**config.mk**
```make
export PLATFORM = sky130hd
export DESIGN_NAME = bin_to_bcd_seq
export DESIGN_NICKNAME = d
export VERILOG_FILES = /design/src/rtl/bin_to_bcd_seq.sv
export SDC_FILE = /design/constraint.sdc
export NUM_CORES = 1
export LEC_CHECK = 0
export ABC_CLOCK_PERIOD_IN_PS = 1500
export BUFFER_PORTS_ARGS = -buffer_cell sky130_fd_sc_hd__buf_2
export CAP_MARGIN = 25
export CORE_MARGIN = 2
export CORE_UTILIZATION = 52
export CTS_CLUSTER_DIAMETER = 40
export DETAILED_ROUTE_END_ITERATION = 6
export GPL_ROUTABILITY_DRIVEN = 0
export PLACE_DENSITY = 0.76
export SYNTH_ARGS = -nofsm -noshare
export SYNTH_HDL_FRONTEND = slang
export SYNTH_SLANG_ARGS = --single-unit
```
**constraint.sdc**
```tcl
create_clock -name clk -period 1.5 [get_ports clk]
set_input_delay 0.15 -clock clk [delete_from_list [all_inputs] [get_ports clk]]
set_output_delay 0.15 -clock clk [all_outputs]
set_load 0.01 [all_outputs]
```
**src/rtl/bin_to_bcd_seq.sv**
```systemverilog
// Sequential double-dabble binary-to-BCD converter, one input bit per clock.
// Start/done handshake; bcd_out and overflow hold their value between conversions.
// Optional macro BIN_TO_BCD_SATURATE_EN: an overflowing result loads all-9s into
// bcd_out instead of the truncated (mod 10^DIGITS) value.
module bin_to_bcd_seq #(
    parameter int unsigned BIN_WIDTH = 10,
    parameter int unsigned DIGITS    = 4
) (
    input  logic                  clk,
    input  logic                  rst_n,
    input  logic                  start,
    input  logic [BIN_WIDTH-1:0]  bin_in,
    output logic                  busy,
    output logic                  done,
    output logic [4*DIGITS-1:0]   bcd_out,
    output logic                  overflow
);

    localparam int unsigned BcdW = 4 * DIGITS;
    localparam int unsigned CntW = 6;
    localparam logic [CntW-1:0] LastCnt = CntW'(BIN_WIDTH - 1);

    typedef enum logic [0:0] {StIdle, StShift} state_e;

    state_e                state_q, state_d;
    logic [BIN_WIDTH-1:0]  shift_q, shift_d;
    logic [BcdW-1:0]       scratch_q, scratch_d;
    logic                  ovf_scr_q, ovf_scr_d;
    logic [CntW-1:0]       cnt_q, cnt_d;
    logic                  busy_q, busy_d;
    logic                  done_q, done_d;
    logic [BcdW-1:0]       bcd_q, bcd_d;
    logic                  ovf_q, ovf_d;

    logic [BcdW-1:0]       corr;
    logic [BcdW-1:0]       scr_shifted;
    logic [BIN_WIDTH-1:0]  shift_next;
    logic                  ovf_next;
    logic [BcdW-1:0]       result;

    // Per-digit add-3 correction followed by the one-bit shift of {scratch, shiftreg}.
    always_comb begin
        corr = '0;
        for (int k = 0; k < int'(DIGITS); k++) begin
            logic [3:0] dig;
            dig = scratch_q[4*k +: 4];
            corr[4*k +: 4] = (dig >= 4'd5) ? dig + 4'd3 : dig;
        end
        scr_shifted = {corr[BcdW-2:0], shift_q[BIN_WIDTH-1]};
        shift_next  = shift_q << 1;
        // A bit leaving the top digit means the prefix value has reached 10^DIGITS.
        ovf_next    = ovf_scr_q | corr[BcdW-1];
`ifdef BIN_TO_BCD_SATURATE_EN
        result      = ovf_next ? {DIGITS{4'h9}} : scr_shifted;
`else
        result      = scr_shifted;
`endif
    end

    // Next-state and registered-output logic.
    always_comb begin
        state_d   = state_q;
        shift_d   = shift_q;
        scratch_d = scratch_q;
        ovf_scr_d = ovf_scr_q;
        cnt_d     = cnt_q;
        busy_d    = busy_q;
        done_d    = 1'b0;
        bcd_d     = bcd_q;
        ovf_d     = ovf_q;
        unique case (state_q)
            StIdle: begin
                if (start) begin
                    shift_d   = bin_in;
                    scratch_d = '0;
                    ovf_scr_d = 1'b0;
                    cnt_d     = '0;
                    busy_d    = 1'b1;
                    state_d   = StShift;
                end
            end
            StShift: begin
                shift_d   = shift_next;
                scratch_d = scr_shifted;
                ovf_scr_d = ovf_next;
                cnt_d     = cnt_q + 1'b1;
                if (cnt_q == LastCnt) begin
                    bcd_d   = result;
                    ovf_d   = ovf_next;
                    done_d  = 1'b1;
                    busy_d  = 1'b0;
                    state_d = StIdle;
                end
            end
            default: state_d = StIdle;
        endcase
    end

    // State and output registers; asynchronous reset clears everything.
    always_ff @(posedge clk or negedge rst_n) begin
        if (!rst_n) begin
            state_q   <= StIdle;
            shift_q   <= '0;
            scratch_q <= '0;
            ovf_scr_q <= 1'b0;
            cnt_q     <= '0;
            busy_q    <= 1'b0;
            done_q    <= 1'b0;
            bcd_q     <= '0;
            ovf_q     <= 1'b0;
        end else begin
            state_q   <= state_d;
            shift_q   <= shift_d;
            scratch_q <= scratch_d;
            ovf_scr_q <= ovf_scr_d;
            cnt_q     <= cnt_d;
            busy_q    <= busy_d;
            done_q    <= done_d;
            bcd_q     <= bcd_d;
            ovf_q     <= ovf_d;
        end
    end

    assign busy     = busy_q;
    assign done     = done_q;
    assign bcd_out  = bcd_q;
    assign overflow = ovf_q;

endmodule

```
==> flow_summary.yaml, run 1 <==
route:
  wl_mm: 5.01
  antenna_left: 0
  drt_iter0_drc: 150
  drc: 0
  drt_pass1_iterations: 5
  viasPerCell: 5.25
  vias: 1897
  wl_per_cell_um: 13.9
synth:
  synthTopCellsByArea: "dfrtp_1 51%, mux2i_1 8.1%, ha_1 4.8%, mux2_2 4.4%, o21ai_0 3.5%"
  yosysUniqueCellTypes: 30
  yosysTopAreaCell: "dfrtp_1"
  avgSynthCellArea_um2: 10.9
  netlist.area_leader.share_pct: 51.3
  synth.ff_latch_count: 53
  seq_area_frac_synth_pct: 51.3
  syn-num-nets: 260
  yosys_warnings: 0
  synthesis.instances: 237
  synth_area_mm2: 0.00259
cts:
  cts_root_buffer: "clkbuf_8"
  h-tree-depth: 2
  numClockSinks: 53
  tritoncts: "yes"
  numCtsBuffers: 5
  clockBufferDepth: 2
  clk_pin_slew_ns: 0.09
  clock_latency_ns: 0.30
critical_path:
  path_class: "flop to flop"
  cp-endpoint: "bcd_out[2]$_DFFE_PN0P_"
  rr_endpoint: "bcd_out[2]$_DFFE_PN0P_"
  crit_fanout: 7
  startpoint: "cnt_q[1]$_DFFE_PN0P_"
  reg2reg_depth: 6
  critPathLaunchType: "flop"
  end_kind: "flop"
  arrival_ns: 1.76
  regToRegStartpoint: "cnt_q[1]$_DFFE_PN0P_"
  required_ns: 1.69
  regToRegSetupSlack_ns: -0.07
power_and_ir_drop:
  finalPower_mw: 6.79
  ir_worst_vdd_uv: 1220
  powerDensity_mw_per_mm2: 2060
  p_leak_nw: 1.58
finish:
  fin_cells: 361
  area_delta_synth_final_pct: 27.0
  drive_gt1_share_pct: 37.8
  final_area_mm2: 0.00329
  diodes: 0
  final_common_cell: "dfrtp_1"
  final_util_pct: 69.1
  mostFrequentLayoutCells: "53 x dfrtp_1, 31 x buf_2, 23 x nand2_1, 23 x buf_4, 19 x mux2i_1"
  finalNetCount: 316
global_route:
  grt_pass1_wl_mm: 8.07
  antenna_found_initial: 0
  grt_usage_pct: 19.2
  grt_overflow: 0
  grt_max_degree: 32
  first_global_vias: 1809
sta:
  setup_slack_ns: -0.0691
  setup_tns_ns: -0.541
  finalSetupViolCount: 9
  grt_setup_unrepaired: "true"
  worst_pin_slew_ns: 0.411
  fin_crit_ns: 1.57
  min_period_over_period_pct: 105
  hold_ws_ns: 0.0945
  maxSlewViolCount: 0
  fmax_mhz: 637
  finalHoldViolations: 0
  slew-limit-headroom_pct: 72.6
  skew_ns: 0.00639
place:
  place_area_mm2: 0.00296
  placed_cells: 350
  place_ws_ns: -0.0601
  hpwl_mm: 3.38
  portBuffers: 31
floorplanning:
  die_w_um: 74.5
  core.rowCount: 25
  die_h_um: 74.5
  die-area_mm2: 0.00556
  coreArea_mm2: 0.00475
  io_pins: 32
  start_util_pct: 54.4
flow_run:
  cap_violations: 0
run_status:
  status: "finished, violations left"
  violations: "setup timing"
min_path:
  min_path_type: "primary input to flop"
[cell families after synthesis]
logic type	synth area share [%]
XOR/XNOR	2.03
buffers and inverters	5.13
AND/OR/NAND/NOR	12.4
adder cells (fa/ha/maj)	4.84
multiplexers	12.5
flip-flops	51.3
AO/OA/AOI/OAI	11.8
[how the worst min path moves through the flow]
stage | cells after the start | slack [ns] | to | startpoint
final | 3 | 0.09 | shift_q[0]$_DFFE_PN0P_ | bin_in[0]
after global routing | 3 | 0.12 | shift_q[0]$_DFFE_PN0P_ | bin_in[0]
after CTS | 3 | 0.1 | shift_q[0]$_DFFE_PN0P_ | bin_in[0]
after detailed placement | 1 | 0.11 | shift_q[7]$_DFFE_PN0P_ | rst_n
after global placement | 1 | 0.10 | shift_q[7]$_DFFE_PN0P_ | rst_n
after floorplan | 0 | -0.15 | bcd_out[0]$_DFFE_PN0P_ | rst_n
[power by group]
group | switching [mW] | internal, mW | total, mW
registers | 0.540 | 2.04 | 2.58
logic | 1.59 | 1.84 | 3.43
clock network | 0.452 | 0.325 | 0.777
[metal layers]
| metal | part of all wire, % | vias to the layer above | global-route usage [%] | wire, µm |
|---|---|---|---|---|
| met5 | 0 | - | 0 | 0 |
| met4 | 1.0 | 0 | 4.76 | 51 |
| met3 | 3.0 | 6 | 4.88 | 151 |
| met2 | 51 | 35 | 33.1 | 2550 |
| met1 | 45 | 935 | 24.2 | 2260 |
| li1 | - | 921 | - | - |
[synth_stat cells (all sizes together)]
master	count
dfrtp	53
nand2	23
mux2i	21
a21oi	20
o21ai	18
nor2	12
buf	10
ha	10
inv	10
mux2	10
nor3b	10
nand2b	9
a21o	7
xnor2	5
nor3	4
o31ai	3
clkbuf	2
nand3	2
a211oi	1
and3	1
clkinv	1
nand4	1
nor4b	1
o211ai	1
or2b	1
xor2	1
[layout make-up]
type                       count  area [µm²]
sequential                    53        1330
timing repair buffer          61         425
fill                         382        1470
tap                           67        83.8
clock buffer                   6        72.6
inverter                      11        41.3
clock inverter                 2        10.0
multi-input combinational    161        1330
[critical path: stages (launching register included)]
cell,delay (ns)
dfrtp_1,0.41
inv_2,0.08
ha_4,0.12
nor4b_4,0.17
and3_4,0.24
buf_8,0.14
mux2_4,0.30
[sequential cells by signal, summed over array words and instances, names as in the netlist]
signal     count
cnt_q          6
ovf_scr_q      1
bcd_out       16
busy           1
scratch_q     16
done           1
state_q        1
overflow       1
shift_q       10
[what timing repair did]
| item | in CTS | in global routing |
|---|---|---|
| buffers inserted | 2 | 0 |
| endpoints found under the hold margin | 15 | 0 |
| setup endpoints to repair | 17 | 27 |
| resized for setup | 5 | 48 |
| cloned | 0 | 0 |
| hold buffers | 1 | 0 |
| pin swaps | 2 | 7 |
(Power assumes the default switching activity.)
==> run 2, diff against run 1 <==
CTS_BUF_LIST = sky130_fd_sc_hd__clkbuf_4 sky130_fd_sc_hd__clkbuf_8 sky130_fd_sc_hd__clkbuf_16   (was unset)
==> run 2 against run 1 <==
The run still ends with setup timing left. Combinational power is essentially flat. Utilization grew 0.079 points. Cell area grew 0.11%. Critical endpoint unchanged. Largest cell class unchanged.
==> flow_summary.yaml, run 2 (synthesis results as in run 1) <==
run_status:
  status: "finished, violations left"
  violations: "setup timing"
global_route:
  grt_usage_pct: 19.2
  antenna_found_initial: 0
  first_global_vias: 1807
  grt_overflow: 0
  grt_max_degree: 32
  grt_pass1_wl_mm: 8.09
sta:
  slew-limit-headroom_pct: 72.5
  grt_setup_unrepaired: "true"
  min_period_over_period_pct: 105
  setup_tns_ns: -0.527
  skew_ns: 0.00859
  fmax_mhz: 637
  finalHoldViolations: 0
  worst_pin_slew_ns: 0.412
  maxSlewViolCount: 0
  finalSetupViolCount: 9
  setup_slack_ns: -0.0699
  fin_crit_ns: 1.57
  hold_ws_ns: 0.0932
power_and_ir_drop:
  swShare_pct: 38.2
  netSwitchingPower_mw: 2.61
  powerDensity_mw_per_mm2: 2070
  p_leak_nw: 1.58
  pwr-share-comb_pct: 50.4
  ir_worst_vdd_uv: 1210
  seq_power_share_pct: 37.8
  clock_power_share_pct: 11.8
  intPower_mw: 4.22
cts:
  numClockSinks: 53
  clock_latency_ns: 0.31
  clockBufferDepth: 2
  numCtsBuffers: 5
  tritoncts: "yes"
  clk_pin_slew_ns: 0.09
  h-tree-depth: 2
  cts_root_buffer: "clkbuf_8"
floorplanning:
  die_h_um: 74.5
  start_util_pct: 54.4
  coreArea_mm2: 0.00475
  die_w_um: 74.5
  die-area_mm2: 0.00556
  core.rowCount: 25
  io_pins: 32
finish:
  diodes: 0
  finalNetCount: 316
  mostFrequentLayoutCells: "53 x dfrtp_1, 31 x buf_2, 23 x nand2_1, 23 x buf_4, 19 x mux2i_1"
  final_common_cell: "dfrtp_1"
  drive_gt1_share_pct: 38.1
  fin_cells: 361
  area_delta_synth_final_pct: 27.2
  final_util_pct: 69.2
route:
  antenna_left: 0
  drt_pass1_iterations: 4
  wl_mm: 5.12
  drt_iter0_drc: 103
  vias: 1875
  wl_per_cell_um: 14.2
  drc: 0
  viasPerCell: 5.19
critical_path:
  critPathLaunchType: "flop"
  end_kind: "flop"
  required_ns: 1.69
  crit_fanout: 7
  path_class: "flop to flop"
  arrival_ns: 1.76
  startpoint: "cnt_q[1]$_DFFE_PN0P_"
  regToRegStartpoint: "cnt_q[1]$_DFFE_PN0P_"
place:
  portBuffers: 31
  placed_cells: 350
  hpwl_mm: 3.38
  place_ws_ns: -0.0601
flow_run:
  cap_violations: 0
min_path:
  hp-start: "bin_in[0]"
  min_path_type: "primary input to flop"
-- run 2: cell counts in the layout (fill, tap and decap cells not counted) --
Identical to the previous run, type by type.
-- run 2: layout make-up --
type / instances / area, µm²
Inverter: 11 / 41.3
Clock inverter: 2 / 10.0
Sequential cell: 53 / 1330
Multi-Input combinational cell: 161 / 1330
Fill cell: 381 / 1460
Clock buffer: 6 / 76.3
Timing Repair Buffer: 61 / 425
Tap cell: 67 / 83.8
-- run 2: through the flow --
stage          area, µm²  power, mW
2_1_floorplan       2600       4.39
3_3_place_gp        2960       5.23
3_5_place_dp        2960       5.34
4_1_cts             3090       6.19
5_1_grt             3290       7.35
6_report            3290       6.83
-- run 2: metal layers --
layer / global-route usage [%] / share of wire [%] / up-vias
met5: 0 / 0 / -
met4: 4.76 / 1.1 / 0
met3: 4.88 / 2.5 / 7
met2: 33.2 / 51 / 26
met1: 24.1 / 45 / 925
li1: - / - / 917
-- run 2: worst max-delay path, stage by stage, from the launching register on --
cell and delay, ns:
dfrtp_1 0.41, inv_2 0.08, ha_4 0.12, nor4b_4 0.17, and3_4 0.24, buf_8 0.14, mux2_4 0.30
-- run 2: power by group through the flow --
| stage | combinational [mW] | clock (mW) | sequential (mW) |
|---|---|---|---|
| after floorplan | 1.83 | 0 | 2.55 |
| after global placement | 2.77 | 0 | 2.46 |
| after detailed placement | 2.85 | 0 | 2.49 |
| after CTS | 2.92 | 0.801 | 2.47 |
| after global routing | 3.81 | 0.871 | 2.66 |
| final | 3.44 | 0.806 | 2.58 |
-- run 2: worst paths after layout --
path,endpoint,slack (ns),cells past startpoint
min in group asynchronous,bcd_out[0]$_DFFE_PN0P_,0.30,2
worst min-delay path,shift_q[0]$_DFFE_PN0P_,0.09,3
max in group asynchronous,bcd_out[4]$_DFFE_PN0P_,0.69,3
worst max-delay path,bcd_out[2]$_DFFE_PN0P_,-0.07,6
worst min register to register,shift_q[2]$_DFFE_PN0P_,0.50,2
worst max register to register,bcd_out[2]$_DFFE_PN0P_,-0.07,6
-- run 2: repair_timing --
action,4_1_cts,5_1_grt
pin swaps,2,7
hold endpoints to repair,15,0
setup endpoints to repair,17,27
gates resized for setup,5,48
buffers inserted,2,0
hold buffers,1,0
==> run 3, diff against run 2 <==
BUFFER_PORTS_ARGS = unset   (was -buffer_cell sky130_fd_sc_hd__buf_2)
CORE_MARGIN = unset   (was 2)
CORE_UTILIZATION = 55   (was 52)
DONT_BUFFER_PORTS = 1   (was unset)
PLACE_DENSITY = 0.73   (was 0.76)
==> run 3 against run 2 <==
The flow still finishes with violations (setup timing). Non-clock buffer count shrank 31. Setup slack lost 0.035 ns. Cell area shrank 6.5%. Die area shrank 10%. Global-route usage grew 1.3 points. Sequential power grew 5%. Final cell count shrank 13%. Highest routed layer unchanged.
==> flow_summary.yaml, run 3 (synthesis results as in run 1) <==
run_status:
  status: "finished, violations left"
  violations: "setup timing"
power_and_ir_drop:
  pwr-share-comb_pct: 45.2
  intPower_mw: 4.03
  ir_worst_vdd_uv: 950
  p_leak_nw: 1.45
  powerDensity_mw_per_mm2: 2100
  seq_power_share_pct: 42.0
  netSwitchingPower_mw: 2.42
  clock_power_share_pct: 12.8
  swShare_pct: 37.5
route:
  drt_iter0_drc: 77
  drt_pass1_iterations: 4
  antenna_left: 0
  vias: 1713
  viasPerCell: 5.44
  wl_per_cell_um: 15.3
  wl_mm: 4.82
  drc: 0
finish:
  fillers: 341
  finalNetCount: 285
  final_common_cell: "dfrtp_1"
  fin_cells: 315
  mostFrequentLayoutCells: "52 x dfrtp_1, 23 x nand2_1, 23 x buf_4, 20 x mux2i_1, 18 x o21ai_0"
  final_area_mm2: 0.00308
  diodes: 0
  final_util_pct: 69.3
  area_delta_synth_final_pct: 19.0
  drive_gt1_share_pct: 27.8
min_path:
  min_path_type: "primary input to flop"
cts:
  cts_root_buffer: "clkbuf_8"
  clk_pin_slew_ns: 0.09
  numClockSinks: 53
  numCtsBuffers: 5
  clockBufferDepth: 2
  tritoncts: "yes"
  clock_latency_ns: 0.30
  h-tree-depth: 2
place:
  portBuffers: 0
  hpwl_mm: 3.00
  place_area_mm2: 0.00276
  place_ws_ns: -0.128
  placed_cells: 300
global_route:
  grt_overflow: 0
  grt_usage_pct: 20.4
  grt_max_degree: 56
  grt_pass1_wl_mm: 7.79
  antenna_found_initial: 0
  first_global_vias: 1618
floorplanning:
  io_pins: 32
  start_util_pct: 58.2
  core.rowCount: 24
  die_w_um: 70.6
  die_h_um: 70.6
  die-area_mm2: 0.00498
  coreArea_mm2: 0.00444
sta:
  fin_crit_ns: 1.61
  min_period_over_period_pct: 107
  finalHoldViolations: 0
  fmax_mhz: 623
  skew_ns: 0.00813
  grt_setup_unrepaired: "true"
  worst_pin_slew_ns: 0.295
  setup_slack_ns: -0.105
  maxSlewViolCount: 0
  slew-limit-headroom_pct: 80.2
  finalSetupViolCount: 16
critical_path:
  cp_top_family: "simple AND/OR/NAND/NOR gates"
  crit_buf_inv: 2
  end_kind: "flop"
  path_class: "flop to flop"
  required_ns: 1.69
  crit_fanout: 7
  crit_chain: "inv_2, ha_4, nor4b_4, and3_4, buf_6, mux2_4"
  arrival_ns: 1.80
  critPathLaunchType: "flop"
  cp_slowest_cell: "dfrtp_1"
  critPathMaxStageDelay_ns: 0.41
flow_run:
  cap_violations: 0
[run 3: worst paths after layout]
check	startpoint	cells past startpoint	slack (ns)	end
max	cnt_q[1]$_DFFE_PN0P_	6	-0.11	bcd_out[15]$_DFFE_PN0P_
min	bin_in[0]	2	0.009	shift_q[0]$_DFFE_PN0P_
max reg2reg	cnt_q[1]$_DFFE_PN0P_	6	-0.11	bcd_out[15]$_DFFE_PN0P_
min reg2reg	shift_q[7]$_DFFE_PN0P_	2	0.49	shift_q[8]$_DFFE_PN0P_
max in group asynchronous	rst_n	2	0.88	scratch_q[0]$_DFFE_PN0P_
min in group asynchronous	rst_n	2	0.35	cnt_q[3]$_DFFE_PN0P_
[run 3: routing by layer]
| layer | GRT usage, % | share of wire (%) | up-vias |
|---|---|---|---|
| li1 | - | - | 859 |
| met1 | 27.3 | 47 | 818 |
| met5 | 0 | 0 | - |
| met3 | 5.41 | 3.7 | 5 |
| met2 | 32.6 | 48 | 31 |
| met4 | 7.33 | 1.4 | 0 |
[run 3: power groups by stage]
stage                     sequential (mW)  clock, mW  combinational, mW
after global placement               2.64          0               2.36
final                                2.71      0.828               2.92
after floorplan                      2.55          0               1.83
after CTS                            2.66      0.847               2.69
after detailed placement             2.66          0               2.44
after global routing                 2.79      0.891               3.24
[run 3: what timing repair did]
item | 4_1_cts | 5_1_grt
hold buffers | 3 | 0
gates resized for setup | 18 | 19
pin swaps | 2 | 7
buffers inserted | 2 | 2
endpoints found under the setup margin | 19 | 24
hold endpoints to repair | 59 | 0
[run 3: worst register-to-register path, stage by stage (launching register included)]
cell	delay, ns
dfrtp_1	0.41
inv_2	0.08
ha_4	0.12
nor4b_4	0.18
and3_4	0.25
buf_6	0.14
mux2_4	0.31
[run 3: cell type report]
cell class / instances / area, µm² / share of cell area (%)
clock buffer: 8 / 91.3 / 2.97
timing repair buffer: 30 / 278 / 9.02
sequential: 53 / 1330 / 43.1
inverter: 11 / 41.3 / 1.34
tap: 52 / 65.1 / 2.11
multi-input combinational: 161 / 1270 / 41.4
[run 3: through the flow]
| stage | total power [mW] | TNS [ns] | hold WS [ns] |
|---|---|---|---|
| 4_1_cts | 6.20 | -0.607 | 0.00214 |
| 3_3_place_gp | 5.00 | -0.307 | -0.144 |
| 6_report | 6.45 | -1.14 | 0.00855 |
| 2_1_floorplan | 4.39 | 0 | -0.146 |
| 5_1_grt | 6.93 | -2.17 | 0.0208 |
| 3_5_place_dp | 5.10 | -1.26 | -0.144 |
